**src/rtl/cpu_pkg.sv**
```systemverilog
// Shared CPU front-end definitions: address sizing, reset vector and the
// next-PC source encoding used by the fetch-address generator.
package cpu_pkg;

   localparam int ADDR_WIDTH  = 10;
   localparam int INSTR_WIDTH = 12;

   localparam logic [ADDR_WIDTH-1:0] RESET_PC = '0;

   typedef enum logic [2:0] {
      PC_HOLD,
      PC_INC,
      PC_BRANCH,
      PC_JUMP,
      PC_CALL,
      PC_RET
   } pc_src_e;

endpackage

```
**src/rtl/program_counter_if.sv**
```systemverilog
// Control/status bundle between decode/execute (master) and the
// fetch-address generator (slave).
interface program_counter_if #(
   parameter int ADDR_WIDTH   = 10,
   parameter int OFFSET_WIDTH = 8,
   parameter int DEPTH_WIDTH  = 3
);

   logic                    stall;
   logic                    branch_taken;
   logic [OFFSET_WIDTH-1:0] branch_offset;
   logic                    jump;
   logic                    call;
   logic                    ret;
   logic [ADDR_WIDTH-1:0]   jump_addr;
   logic [ADDR_WIDTH-1:0]   instruction_addr_pc;
   logic [DEPTH_WIDTH-1:0]  stack_depth;
   logic                    stack_overflow;
   logic                    stack_underflow;

   // Level-sampled controls: no handshake, every control is consumed on each
   // rising edge and the registered status reflects the result after it.
   modport master (
      output stall, branch_taken, branch_offset, jump, call, ret, jump_addr,
      input  instruction_addr_pc, stack_depth, stack_overflow, stack_underflow
   );

   modport slave (
      input  stall, branch_taken, branch_offset, jump, call, ret, jump_addr,
      output instruction_addr_pc, stack_depth, stack_overflow, stack_underflow
   );

endinterface

```
**src/rtl/program_counter_return_stack.sv**
```systemverilog
// Return-address LIFO. Callers must never push while full or pop while empty;
// no overflow/underflow protection is done here.
module return_stack #(
   parameter int DEPTH       = 4,
   parameter int WIDTH       = 10,
   localparam int PTR_WIDTH  = $clog2(DEPTH),
   localparam int CNT_WIDTH  = $clog2(DEPTH) + 1
) (
   input  logic                 clk,
   input  logic                 rst,
   input  logic                 push,
   input  logic                 pop,
   input  logic [WIDTH-1:0]     push_data,
   output logic [WIDTH-1:0]     top,
   output logic [CNT_WIDTH-1:0] depth,
   output logic                 full,
   output logic                 empty
);

   logic [WIDTH-1:0]     mem [DEPTH];
   logic [CNT_WIDTH-1:0] top_idx;

   assign full    = (depth == CNT_WIDTH'(DEPTH));
   assign empty   = (depth == '0);
   assign top_idx = depth - CNT_WIDTH'(1);
   assign top     = mem[top_idx[PTR_WIDTH-1:0]];

   always_ff @(posedge clk or posedge rst) begin
      if (rst) begin
         depth <= '0;
         for (int i = 0; i < DEPTH; i++) begin
            mem[i] <= '0;
         end
      end else if (push) begin
         mem[depth[PTR_WIDTH-1:0]] <= push_data;
         depth <= depth + CNT_WIDTH'(1);
      end else if (pop) begin
         depth <= depth - CNT_WIDTH'(1);
      end
   end

endmodule

```
**src/rtl/program_counter.sv**
```systemverilog
// Fetch-address generator: increment, relative branch, absolute jump and
// call/return through a small hardware return stack, with stall hold.
module program_counter #(
   parameter int  ADDR_WIDTH   = cpu_pkg::ADDR_WIDTH,
   parameter int  OFFSET_WIDTH = 8,
   parameter int  STACK_DEPTH  = 4,
   localparam int DEPTH_WIDTH  = $clog2(STACK_DEPTH) + 1
) (
   input logic              clk,
   input logic              reset_pc,
   program_counter_if.slave bus
);

   import cpu_pkg::*;

   pc_src_e                src;
   logic [ADDR_WIDTH-1:0]  pc;
   logic [ADDR_WIDTH-1:0]  pc_inc;
   logic [ADDR_WIDTH-1:0]  offset_ext;
   logic [ADDR_WIDTH-1:0]  next_pc;
   logic [ADDR_WIDTH-1:0]  stack_top;
   logic [DEPTH_WIDTH-1:0] depth;
   logic                   full;
   logic                   empty;
   logic                   push;
   logic                   pop;
   logic                   overflow;
   logic                   underflow;

   // Only the highest-priority asserted control is allowed to act.
   always_comb begin
      src = PC_INC;
      if (bus.stall)             src = PC_HOLD;
      else if (bus.ret)          src = PC_RET;
      else if (bus.call)         src = PC_CALL;
      else if (bus.jump)         src = PC_JUMP;
      else if (bus.branch_taken) src = PC_BRANCH;
   end

   assign pc_inc     = pc + ADDR_WIDTH'(1);
   assign offset_ext = {{(ADDR_WIDTH-OFFSET_WIDTH){bus.branch_offset[OFFSET_WIDTH-1]}},
                        bus.branch_offset};
   assign push       = (src == PC_CALL) && !full;
   assign pop        = (src == PC_RET) && !empty;

   always_comb begin
      next_pc = pc_inc;
      case (src)
         PC_HOLD:   next_pc = pc;
         PC_BRANCH: next_pc = pc + offset_ext;
         PC_JUMP:   next_pc = bus.jump_addr;
         PC_CALL:   next_pc = bus.jump_addr;
         // A return with nothing on the stack falls through to PC+1.
         PC_RET:    next_pc = empty ? pc_inc : stack_top;
         default:   next_pc = pc_inc;
      endcase
   end

   always_ff @(posedge clk or posedge reset_pc) begin
      if (reset_pc) begin
         pc        <= ADDR_WIDTH'(RESET_PC);
         overflow  <= 1'b0;
         underflow <= 1'b0;
      end else begin
         pc <= next_pc;
         if ((src == PC_CALL) && full)  overflow  <= 1'b1;
         if ((src == PC_RET) && empty)  underflow <= 1'b1;
      end
   end

   return_stack #(
      .DEPTH (STACK_DEPTH),
      .WIDTH (ADDR_WIDTH)
   ) u_return_stack (
      .clk       (clk),
      .rst       (reset_pc),
      .push      (push),
      .pop       (pop),
      .push_data (pc_inc),
      .top       (stack_top),
      .depth     (depth),
      .full      (full),
      .empty     (empty)
   );

   assign bus.instruction_addr_pc = pc;
   assign bus.stack_depth         = depth;
   assign bus.stack_overflow      = overflow;
   assign bus.stack_underflow     = underflow;

endmodule

```
**src/flat_wrapper.sv**
```systemverilog
// flat-port wrapper written by rule: the top's interface ports become plain ports
module program_counter_flat import cpu_pkg::*;
#(
   parameter int  ADDR_WIDTH   = cpu_pkg::ADDR_WIDTH,
   parameter int  OFFSET_WIDTH = 8,
   parameter int  STACK_DEPTH  = 4,
   localparam int DEPTH_WIDTH  = $clog2(STACK_DEPTH) + 1
)
  (clk, reset_pc, bus_stall, bus_branch_taken, bus_branch_offset, bus_jump, bus_call, bus_ret, bus_jump_addr, bus_instruction_addr_pc, bus_stack_depth, bus_stack_overflow, bus_stack_underflow);
  program_counter_if #(.ADDR_WIDTH(ADDR_WIDTH), .OFFSET_WIDTH(OFFSET_WIDTH), .DEPTH_WIDTH((3))) bus_i ();
  input logic clk;
  input logic reset_pc;
  input wire logic [$bits(bus_i.stall)-1:0] bus_stall;
  input wire logic [$bits(bus_i.branch_taken)-1:0] bus_branch_taken;
  input wire logic [$bits(bus_i.branch_offset)-1:0] bus_branch_offset;
  input wire logic [$bits(bus_i.jump)-1:0] bus_jump;
  input wire logic [$bits(bus_i.call)-1:0] bus_call;
  input wire logic [$bits(bus_i.ret)-1:0] bus_ret;
  input wire logic [$bits(bus_i.jump_addr)-1:0] bus_jump_addr;
  output wire logic [$bits(bus_i.instruction_addr_pc)-1:0] bus_instruction_addr_pc;
  output wire logic [$bits(bus_i.stack_depth)-1:0] bus_stack_depth;
  output wire logic [$bits(bus_i.stack_overflow)-1:0] bus_stack_overflow;
  output wire logic [$bits(bus_i.stack_underflow)-1:0] bus_stack_underflow;
  assign bus_i.stall = bus_stall;
  assign bus_i.branch_taken = bus_branch_taken;
  assign bus_i.branch_offset = bus_branch_offset;
  assign bus_i.jump = bus_jump;
  assign bus_i.call = bus_call;
  assign bus_i.ret = bus_ret;
  assign bus_i.jump_addr = bus_jump_addr;
  assign bus_instruction_addr_pc = bus_i.instruction_addr_pc;
  assign bus_stack_depth = bus_i.stack_depth;
  assign bus_stack_overflow = bus_i.stack_overflow;
  assign bus_stack_underflow = bus_i.stack_underflow;
  program_counter #(.ADDR_WIDTH(ADDR_WIDTH), .OFFSET_WIDTH(OFFSET_WIDTH), .STACK_DEPTH(STACK_DEPTH)) u_core (.clk(clk), .reset_pc(reset_pc), .bus(bus_i));
endmodule
```
**config.mk**
```make
export PLATFORM = sky130hd
export DESIGN_NAME = program_counter_flat
export DESIGN_NICKNAME = d
export VERILOG_FILES = /design/src/rtl/cpu_pkg.sv /design/src/rtl/program_counter_if.sv /design/src/rtl/program_counter_return_stack.sv /design/src/rtl/program_counter.sv /design/src/flat_wrapper.sv
export SDC_FILE = /design/constraint.sdc
export NUM_CORES = 1
export LEC_CHECK = 0
export BUFFER_PORTS_ARGS = -buffer_cell sky130_fd_sc_hd__buf_2
export CORE_MARGIN = 8
export CORE_UTILIZATION = 42
export DETAILED_ROUTE_END_ITERATION = 8
export PLACE_DENSITY = 0.6
export SYNTH_ARGS = -nofsm -noshare
export SYNTH_HDL_FRONTEND = slang
export SYNTH_SLANG_ARGS = --single-unit
```
**constraint.sdc**
```tcl
create_clock -name clk -period 7.1 [get_ports clk]
set_input_delay 1.42 -clock clk [delete_from_list [all_inputs] [get_ports clk]]
set_output_delay 1.42 -clock clk [all_outputs]
set_load 0.02 [all_outputs]
```
==> impl_summary.md <==
Worst setup path
The arrival time at the worst endpoint is 3.40 ns. In this run the critical register-to-register path is launched from u_core.bus.instruction_addr_pc[0]. The endpoint identified for the worst register-to-register timing path is u_core.bus.instruction_addr_pc[8]. The peak per-stage delay on the critical path is 0.49 ns. The number of cells on the worst reg-to-reg path is 9. The worst setup path is captured at a flop.

The signal on the critical path passes through buf_2 -> ha_1 -> inv_1 -> fa_1 -> nor2b_1 -> o21ai_1 -> a21oi_1 -> nor3_1 -> or4_1 -> nand3_1. Together, buffers and inverters on the worst path number 2. Along the worst path, the maximum fanout reaches 3. The startpoint type of the worst setup path is an input pin. The internal reg-to-reg setup slack is 4.38 ns. The slowest stage of the critical path is the sky130_fd_sc_hd__or4_1 cell.

The kind of cell with the highest combined delay on the critical path is simple AND/OR/NAND/NOR gates. At the worst endpoint, the required time is 7.36 ns. The critical path is of the in -> reg type.

Clock tree
TritonCTS built the clock tree. The post-CTS setup buffer count is 0. The root buffer cell chosen for the clock tree is sky130_fd_sc_hd__clkbuf_8. The clock insertion delay at the later pin of the skew report is 0.32 ns. The buffer levels on the longest clock path is 2.

Once the clock tree was built, the resizer swapped 0 gates to a different size. Clock-pin slew was measured on the worst setup and hold paths at 0.09 ns. The number of hold buffers added after cts is 0. In this run, CTS created clock tree buffers numbering 5. The number of sinks handled by clock tree synthesis is 55. The H-tree generated during clock tree synthesis spans 2 levels.

Floorplanning
Once the floorplan was initialized, standard cells occupied 43.45% of the core. Measured along the x axis, the die boundary spans 102.9 µm. In this run the standard cell core region covers 7292 µm². Row generation in the floorplan step produced 31 rows. The height of the chip is 102.9 µm.

The die area is 10580 µm². Pin placement for this block handled 40 I/O pins.

Layout
The leading cell type in the layout, fill and taps excluded is sky130_fd_sc_hd__dfrtp_1. The antenna diode count is 0. The share of layout cells above drive strength 1 is 20.00%. The finished layout cell area is 3533 µm². After the flow finishes, the layout carries non-filler instances totaling 449. The share of the core filled with cells is 48.46%.

The flip-flop and latch area is 1376 µm². The synthesis-to-finish area growth is 11.53%. The final net count is 391. In the layout the commonest cells are sky130_fd_sc_hd__dfrtp_1, sky130_fd_sc_hd__a21oi_1, sky130_fd_sc_hd__nor2_1, sky130_fd_sc_hd__buf_2, sky130_fd_sc_hd__nand2_1. Summing all multi-input logic gate instances after layout gives 1657 µm². The filler cell count is 737.

Placement
The placed cell count is 441. The detailed-placement wirelength estimate is 5.851 mm. The setup slack at placement is 3.639 ns. In this run the cell area measured after placement is 3416 µm². The final RePlAce weighted congestion is 0.8135. Input and output buffers added on the ports amount to 39.

Yosys
The combinational family with the most area after synthesis is compound AO/OA/AOI/OAI gates. By area the synthesized netlist is led by sky130_fd_sc_hd__dfrtp_1, sky130_fd_sc_hd__a21oi_1, sky130_fd_sc_hd__mux4_2. The share of Yosys cell area claimed by the top area cell type is 43.44%. Summing every instance area after synthesis gives 3168 µm². The biggest area contributor in the post-synthesis netlist is sky130_fd_sc_hd__dfrtp_1. The synthesized netlist net count is 361. The complex-gate fraction of the synthesized area is 18.88%. The average instance area after synthesis is 9.931 µm². After synthesis, the share of cell area in mux cells is 9.281%.

The number of standard cells after synthesis is 319. The flip-flop and latch count after synthesis is 55. Counting flops with an async set or reset pin after synthesis yields a share of 100.0%. Yosys mapped a number of flops with a built-in enable equal to 0.

After Yosys synthesis, and, or, nand and nor cells account for 14.14% of the synthesized area. Among all flip-flop cells after synthesis, the most frequent one is sky130_fd_sc_hd__dfrtp_1. Sequential cells were found to cover 43.44% of the synthesized design area. Summing the areas of all xor and xnor instances in the mapped netlist gives 3.041% of the synthesized area. The number of different library cells in the post-synthesis netlist is 52. The yosys synthesis warning count is 0. The adder-cell area share of the yosys netlist is 6.951%.

Pwr
The power density relative to cell area is 453.5 nW/µm². In this run switching power makes up 41.27% of total power. In this run, flip-flops and latches consume 37.3% of the power.

The fraction of power consumed by combinational cells is 49.1%. The share of total power dissipated in the clock network is 13.6%. The highest ir drop seen on vdd is 0.1562 mV. Summed over all cells, the static leakage comes to 1.533 nW.

The switching power summed over all nets is 0.6612 mW. The internal portion of total power is 0.9411 mW.

Drt
The detailed router finished its first iteration with 102 violations. The final route contains 2525 vias. The number of vias per cell is 5.624. The number of design rule violations left after detail routing is 0. After detailed routing, the average wire length per cell comes to 17.54 µm.

The count of nets left with antenna violations after detail routing is 0. The detailed-router iteration count before antenna repair is 4. The wire length after detailed routing is 7.874 mm.

Min path
The worst hold path belongs to the class reg -> reg. The startpoint identified for the worst hold timing path is u_core.bus.stack_overflow. The worst hold path terminates at u_core.bus.stack_overflow. The worst hold path stage count is 1.

GRT
The met1 track utilization from global routing is 19.33%. Global routing used 15.91% of the available tracks. The initial antenna violation count is 0. The via count of the first global-routing pass was 2568. The largest net degree at the start of global routing is 56. The first global-routing pass estimated 12.93 mm of wire. For this run, global-route usage on met3 was measured as 3.174%. The global routing met2 resource utilization is 26.72%. The layer flagged by global routing as most heavily used is met2.

The total global routing overflow is 0.

Timing
Setup repair after global routing left no endpoint under its margin. Derived from the worst setup path, the maximum achievable clock frequency is 318.1 MHz. The count of final hold-check violations is 0. The slew at the pin with the worst max-slew slack is 0.6932 ns. In the post-route analysis, the smallest setup slack over all paths is 3.956 ns.

The setup total negative slack is 0 ns. The final-report max-slew violation count is 0. The portion of the clock cycle consumed by the worst path in the final layout is 44.28%. The tightest slew margin relative to the limit is 53.45%. The number of failing setup endpoints in the final timing report is 0. The minimum period implied by the final worst setup slack is 3.144 ns. Across the routed clock network, the largest skew measured is 0.008405 ns.

Flow run
Across the run, the number of max-cap violations was 0.

Outcome
The run finished with clean final reports.
[sequential cells by signal, summed over array words and instances (netlist names)]
| name | flops |
|---|---|
| u_core.u_return_stack.mem | 40 |
| u_core.bus.instruction_addr_pc | 10 |
| u_core.u_return_stack.depth | 3 |
| u_core.bus.stack_overflow | 1 |
| u_core.bus.stack_underflow | 1 |
[worst register-to-register path, stage by stage (launching register included)]
cell and delay, ns:
sky130_fd_sc_hd__dfrtp_1 0.66, sky130_fd_sc_hd__ha_1 0.30, sky130_fd_sc_hd__inv_1 0.07, sky130_fd_sc_hd__fa_1 0.39
sky130_fd_sc_hd__nor2b_1 0.18, sky130_fd_sc_hd__o21ai_1 0.11, sky130_fd_sc_hd__a21oi_1 0.25, sky130_fd_sc_hd__nor3_1 0.12
sky130_fd_sc_hd__or4_1 0.49, sky130_fd_sc_hd__nand3_1 0.09
[cell type report]
class,instances,area share (%)
Multi-Input combinational cell,233,46.88
Clock inverter,2,0.9915
Inverter,13,1.381
Tap cell,99,3.506
Sequential cell,55,38.95
Timing Repair Buffer,41,5.949
Clock buffer,6,2.337
[logic make-up (layout without fill, tap and decap cells)]
kind of cell | after synthesis | after routing
and+or+nand+nor | 96 | 96
DFF | 55 | 55
adders and majority gates | 17 | 17
muxes | 16 | 16
xor gates and xnor gates | 11 | 11
buffers and inverters | 31 | 62
AOI/OAI and AO/OA | 93 | 93
[power groups by stage]
stage	combinational, mW	sequential (mW)	clock [mW]
after global placement	0.781	0.599	0
final	0.787	0.598	0.218
after detailed placement	0.789	0.604	0
after CTS	0.794	0.598	0.222
after global routing	0.872	0.621	0.236
after floorplan	0.566	0.608	0
[cell usage after synthesis, types with 4 or more instances]
cell	instances
sky130_fd_sc_hd__a21oi_1	43
sky130_fd_sc_hd__and2_1	7
sky130_fd_sc_hd__buf_2	12
sky130_fd_sc_hd__clkbuf_1	5
sky130_fd_sc_hd__dfrtp_1	55
sky130_fd_sc_hd__ha_1	16
sky130_fd_sc_hd__inv_1	12
sky130_fd_sc_hd__mux2_2	4
sky130_fd_sc_hd__mux4_2	9
sky130_fd_sc_hd__nand2_1	17
sky130_fd_sc_hd__nand3_1	10
sky130_fd_sc_hd__nor2_1	42
sky130_fd_sc_hd__o211ai_1	4
sky130_fd_sc_hd__o21ai_0	8
sky130_fd_sc_hd__o21ai_1	4
sky130_fd_sc_hd__o311ai_1	4
sky130_fd_sc_hd__xnor2_1	6
sky130_fd_sc_hd__xor2_1	5
[stage by stage]
step	hold slack (ns)	power (mW)
global placement	0.4579	1.380
CTS	0.4798	1.613
detailed placement	0.4565	1.393
floorplan	0.4448	1.173
global route	0.4985	1.729
finish	0.4775	1.602
[worst max-delay path by stage]
| stage | from | endpoint | slack [ns] | depth (start not counted) |
|---|---|---|---|---|
| floorplan | bus_branch_offset[0] | u_core.bus.instruction_addr_pc[8] | 3.99 | 9 |
| global route | bus_branch_offset[0] | u_core.bus.instruction_addr_pc[8] | 3.81 | 10 |
| finish | bus_branch_offset[0] | u_core.bus.instruction_addr_pc[8] | 3.96 | 10 |
| CTS | bus_branch_offset[0] | u_core.bus.instruction_addr_pc[8] | 3.97 | 10 |
| global placement | bus_branch_offset[0] | u_core.bus.instruction_addr_pc[8] | 3.67 | 10 |
| detailed placement | bus_branch_offset[0] | u_core.bus.instruction_addr_pc[8] | 3.64 | 10 |
[routing by layer]
| metal | wire length (µm) | vias up | part of all wire, % |
|---|---|---|---|
| met5 | 0 | - | 0 |
| li1 | - | 1214 | - |
| met1 | 3456 | 1226 | 44 |
| met2 | 3833 | 70 | 49 |
| met4 | 180 | 0 | 2.3 |
| met3 | 403 | 15 | 5.1 |
Note: power is estimated with default switching activity, not from simulation.
